===== src/rtl/cdb_arbiter.sv =====
// Common data bus arbiter. Each functional unit result lands in a one-entry
// holding buffer. A round-robin arbiter picks one buffered result per cycle
// and drives it onto the registered CDB that feeds the ROB, the regfile and
// the RS wakeup logic.
module cdb_arbiter #(
   parameter int NUM_FU        = 4,
   parameter int PHYS_REG_BITS = 6
) (
   input  logic                            clk,
   input  logic                            rst,
   input  logic                            flush,
   input  logic [NUM_FU-1:0]               fu_valid,
   output logic [NUM_FU-1:0]               fu_ready,
   input  logic [NUM_FU*PHYS_REG_BITS-1:0] fu_pd,
   input  logic [NUM_FU*5-1:0]             fu_rd,
   input  logic [NUM_FU*PHYS_REG_BITS-1:0] fu_rob_num,
   input  logic [NUM_FU*32-1:0]            fu_data,
   output logic                            cdb_valid,
   output logic [PHYS_REG_BITS-1:0]        cdb_pd,
   output logic [4:0]                      cdb_rd,
   output logic [PHYS_REG_BITS-1:0]        cdb_rob_num,
   output logic [31:0]                     cdb_data,
   output logic                            cdb_regf_we,
   output logic [2:0]                      cdb_fu_id
);

   localparam logic [2:0] LAST_FU = 3'(NUM_FU - 1);

   logic [NUM_FU-1:0]        buf_valid;
   logic [PHYS_REG_BITS-1:0] buf_pd      [NUM_FU];
   logic [4:0]               buf_rd      [NUM_FU];
   logic [PHYS_REG_BITS-1:0] buf_rob_num [NUM_FU];
   logic [31:0]              buf_data    [NUM_FU];

   logic [2:0]               rr_ptr;
   logic [NUM_FU-1:0]        grant;
   logic                     win_valid;
   logic [2:0]               win_id;
   logic [PHYS_REG_BITS-1:0] win_pd;
   logic [4:0]               win_rd;
   logic [PHYS_REG_BITS-1:0] win_rob_num;
   logic [31:0]              win_data;

   // A buffer frees up when empty or when it is being broadcast this cycle;
   // flush blocks every accept so nothing new slips in during a squash.
   assign fu_ready = flush ? '0 : (~buf_valid | grant);

   // Round-robin scan from rr_ptr, then a one-hot mux of the winner's payload.
   always_comb begin
      int idx;
      grant       = '0;
      win_valid   = 1'b0;
      win_id      = '0;
      win_pd      = '0;
      win_rd      = '0;
      win_rob_num = '0;
      win_data    = '0;
      idx         = 0;
      if (!flush) begin
         for (int k = 0; k < NUM_FU; k++) begin
            idx = int'(rr_ptr) + k;
            if (idx >= NUM_FU) idx = idx - NUM_FU;
            for (int i = 0; i < NUM_FU; i++) begin
               if (i == idx && buf_valid[i] && !win_valid) begin
                  grant[i]  = 1'b1;
                  win_valid = 1'b1;
               end
            end
         end
      end
      for (int i = 0; i < NUM_FU; i++) begin
         if (grant[i]) begin
            win_id      = 3'(i);
            win_pd      = buf_pd[i];
            win_rd      = buf_rd[i];
            win_rob_num = buf_rob_num[i];
            win_data    = buf_data[i];
         end
      end
   end

   // Buffer occupancy: accept wins over the grant clear so an uncontested FU
   // can stream one result per cycle.
   always_ff @(posedge clk or negedge rst) begin
      if (!rst) begin
         buf_valid <= '0;
      end else if (flush) begin
         buf_valid <= '0;
      end else begin
         for (int i = 0; i < NUM_FU; i++) begin
            if (fu_valid[i] && fu_ready[i]) buf_valid[i] <= 1'b1;
            else if (grant[i])              buf_valid[i] <= 1'b0;
         end
      end
   end

   // Buffer payload: only meaningful while buf_valid is set, so no reset.
   always_ff @(posedge clk) begin
      for (int i = 0; i < NUM_FU; i++) begin
         if (fu_valid[i] && fu_ready[i]) begin
            buf_pd[i]      <= fu_pd[i*PHYS_REG_BITS +: PHYS_REG_BITS];
            buf_rd[i]      <= fu_rd[i*5 +: 5];
            buf_rob_num[i] <= fu_rob_num[i*PHYS_REG_BITS +: PHYS_REG_BITS];
            buf_data[i]    <= fu_data[i*32 +: 32];
         end
      end
   end

   // Registered broadcast and round-robin pointer advance past the winner.
   always_ff @(posedge clk or negedge rst) begin
      if (!rst) begin
         cdb_valid   <= 1'b0;
         cdb_regf_we <= 1'b0;
         cdb_pd      <= '0;
         cdb_rd      <= '0;
         cdb_rob_num <= '0;
         cdb_data    <= '0;
         cdb_fu_id   <= '0;
         rr_ptr      <= '0;
      end else if (flush) begin
         cdb_valid   <= 1'b0;
         cdb_regf_we <= 1'b0;
         rr_ptr      <= '0;
      end else if (win_valid) begin
         cdb_valid   <= 1'b1;
         cdb_regf_we <= (win_rd != 5'd0);
         cdb_pd      <= win_pd;
         cdb_rd      <= win_rd;
         cdb_rob_num <= win_rob_num;
         cdb_data    <= win_data;
         cdb_fu_id   <= win_id;
         rr_ptr      <= (win_id == LAST_FU) ? 3'd0 : win_id + 3'd1;
      end else begin
         cdb_valid   <= 1'b0;
         cdb_regf_we <= 1'b0;
      end
   end

endmodule


===== config.mk =====
export PLATFORM = sky130hd
export DESIGN_NAME = cdb_arbiter
export DESIGN_NICKNAME = d
export VERILOG_FILES = /design/src/rtl/cdb_arbiter.sv
export SDC_FILE = /design/constraint.sdc
export NUM_CORES = 1
export LEC_CHECK = 0
export BUFFER_PORTS_ARGS = -buffer_cell sky130_fd_sc_hd__clkbuf_2
export CELL_PAD_IN_SITES_DETAIL_PLACEMENT = 0
export CELL_PAD_IN_SITES_GLOBAL_PLACEMENT = 1
export CORE_ASPECT_RATIO = 0.5
export CORE_MARGIN = 2
export CORE_UTILIZATION = 45
export CTS_CLUSTER_SIZE = 24
export DETAILED_ROUTE_END_ITERATION = 12
export PLACE_DENSITY = 0.85
export SYNTH_ARGS = -nofsm -noshare
export SYNTH_HDL_FRONTEND = slang
export SYNTH_SLANG_ARGS = --single-unit

===== constraint.sdc =====
create_clock -name clk -period 4.6 [get_ports clk]
set_clock_uncertainty 0.1 [all_clocks]
set_input_delay 1.38 -clock clk [delete_from_list [all_inputs] [get_ports clk]]
set_output_delay 1.38 -clock clk [all_outputs]
set_load 0.05 [all_outputs]

==> metrics <==
Die ar.=about 0.022 mm2; Worst-path clk slew=0.06 ns; Startpoint Class=register; CP arrival=between 2 and 2.5 ns; total track usage=0.222; worst hold start=cdb_rd[3]; area grow syn2layout=25.3%; NetSw=~1.6 mW; worst slew pin tran=0.891 ns; Post-CTS Setup Inserts=0; Sink Count=about 260; Hold Crit Class=register to register; first-pass GRT wire length=about 36000 um; Detail Route Antenna Nets=0; max_cap viols=0; mapped cell area=just over 0.009 mm2; Bufs on Longest Clock Path=3; sequential fraction of the synthesis area=0.800; total congestion overflow=0; Hold Buf Count CTS=0; layout cells sized above 1=0.391; final hold violations=0; largest family of logic cells by synthesized area=compound AO/OA/AOI/OAI gates; antenna diode count=0; Starting Density=0.466; Flop pwr share=0.489; RSZ-0062 raised after global routing=false; Synth Area in XOR/XNOR=0; minimum clock period=slightly below 4 ns; most frequent cells in the layout=clkbuf_2 (258), edfxtp_1 (196), dfrtp_1 (59); DRC=0; unique cell type count in the Yosys netlist=44; largest cells by area after synthesis=edfxtp_1 (64%), dfrtp_1 (16%), a222oi_1 (4.8%), a31oi_1 (3.0%), nor2_1 (2.2%); pin count of the biggest net entering global routing=between 50 and 60; Setup CP Type=register to output pin; Setup TNS=0 ns; critical path, cell by cell=or3_1 > o221ai_2 > nand2_2 > a21oi_1 > clkbuf_2; Avg Synthesized Cell Area=approximately 17 um2; area leader, netlist=edfxtp_1; Via-to-Cell Ratio=5.47; Combinational Power Share=0.159; post-DP HPWL=about 15000 um; crit-path max cell delay=approximately 0.54 ns; Slew headroom=0.406; Simple-Gate Fraction of Synth Area=0.0670; commonest non-fill, non-tap cell in the layout=clkbuf_2; cell leakage power=about 4.5 nW; Synth top area share=0.639; row cnt=36; CTS tree=yes; Post-Synth Adder-Cell Area=0.00136; number of synthesized flops with an enable pin=between 150 and 200; number of synthesis warnings=0; Post-Syn Nets=757; vias in the first global route=6254; PwrDens=between 400 and 500 mW/mm2; Placer Congestion=around 0.85; Port Buffers=259; max frequency=around 0.26 GHz; Initial DRC Count=470; Most used DFF post-synth=edfxtp_1; final WL=23800 um; Setup crit end kind=output pin; max-slew violation count=0; Die Y=roughly 110 um; Setup-failing EPs final=0; Tcrit/Tclk final=0.836; core footprint=between 0.015 and 0.02 mm2; via count=6006; r2r startpoint=buf_valid[2]; htree depth=1; Synth Register Bits=255; switching share of power=0.280; filler instances=approximately 1500; Pre-antenna DRT Iters=6; CTS root buffer=clkbuf_16; Chip Width=206 um; clock latency on the worst-skew pair=~0.52 ns; average wire per standard cell=~22 um; Worst Path Max Fanout=12; nets=1018; Crit. Startpoint=buf_valid[2]; Slowest-stage cell, CP=dfrtp_1; status=complete, no violations; Clock power frac=0.352; Compound-Gate Fraction of Synth Area=0.107; Worst IR Drop VDD=between 0.0003 and 0.0004 V; CP required=about 3.1 ns; fraction of registers with async set or reset after synthesis=0.231; P_int=approximately 4 mW; post_cts resized=0; post-layout util=0.584; Ports=around 260; initial antenna violation count=0; Mapped Cells=553; mux share of post-synthesis cell area=0.00109; total CTS buffers=23
-- sequential cells by signal, indices dropped and copies added (netlist names) --
name,flops
buf_pd,24
cdb_data,32
cdb_valid,1
buf_valid,4
buf_data,128
rr_ptr,2
cdb_regf_we,1
cdb_pd,6
cdb_rd,5
buf_rd,20
cdb_rob_num,6
cdb_fu_id,2
buf_rob_num,24
-- power by group through the flow --
stage	Sequential (mW)	Clock, mW	Combinational [mW]
after detailed placement	2.81	0	0.903
after global placement	2.80	0	0.890
after CTS	2.76	2.02	0.906
final	2.76	1.99	0.897
after floorplan	3.12	0	0.277
after global routing	2.78	2.11	0.956
-- routing by layer --
layer  vias to the layer above  track usage  routed length, um
met5                         -            0                  0
met2                       236        0.383              12000
met3                        47       0.0415               1420
met4                         0       0.0582                642
li1                       2717            -                  -
met1                      3006        0.291               9780
-- worst paths after layout --
path / end / slack, ns / cells after the start
worst max-delay path: fu_ready[0] / 0.75 / 5
worst min-delay path: cdb_rd[3] / 0.38 / 2
worst max register to register: buf_data[0][23] / 1.63 / 6
worst min register to register: cdb_rd[3] / 0.38 / 2
max in group asynchronous: cdb_regf_we / 2.56 / 2
min in group asynchronous: cdb_rob_num[4] / 0.88 / 1
-- per-stage QoR --
| step | hold WS [ns] | setup slack (ns) | total power [mW] | std cells | instance area (um2) |
|---|---|---|---|---|---|
| 4_1_cts | 0.383 | 0.754 | 5.69 | 1097 | 11500 |
| 2_1_floorplan | 0.406 | 0.210 | 3.40 | 553 | 9210 |
| 3_5_place_dp | 0.368 | 0.969 | 3.71 | 1055 | 10800 |
| 5_1_grt | 0.404 | 0.638 | 5.84 | 1097 | 11500 |
| 6_report | 0.384 | 0.753 | 5.64 | 1097 | 11500 |
| 3_3_place_gp | 0.371 | 0.968 | 3.69 | 1055 | 10800 |
-- synthesized netlist by cell type, drive strengths merged, types with 4 or more instances --
| cell | number |
|---|---|
| edfxtp | 196 |
| dfrtp | 59 |
| nor2 | 58 |
| nand2 | 53 |
| a222oi | 44 |
| a31oi | 44 |
| clkbuf | 18 |
| buf | 17 |
| a21oi | 13 |
| and2 | 6 |
| a21o | 4 |
-- final cells by class --
cell class | instances | area, um2 | area share
Sequential cell | 255 | 7360 | 0.638
Multi-Input combinational cell | 260 | 1650 | 0.143
Timing Repair Buffer | 271 | 1410 | 0.122
Clock buffer | 26 | 587 | 0.0508
Tap cell | 266 | 333 | 0.0288
Clock inverter | 16 | 189 | 0.0164
Inverter | 3 | 11.3 | 0.000976
-- worst max-delay path: cells and delay by family (launching register included) --
| family | cells | cell delay (ns) |
|---|---|---|
| and+or+nand+nor | 2 | 0.58 |
| DFF | 1 | 0.54 |
| AOI/OAI and AO/OA | 2 | 0.40 |
| buffers and inverters | 1 | 0.33 |
-- logic make-up (layout without fill, tap and decap cells) --
logic type               after synthesis  after routing
flip-flops                           255            255
buffers and inverters                 38            316
adder cells (fa/ha/maj)                1              1
AO/OA/AOI/OAI                        121            121
other                                  1              1
multiplexers                           1              1
AND/OR/NAND/NOR                      136            136
No activity file was read; power rests on OpenSTA's default activity.
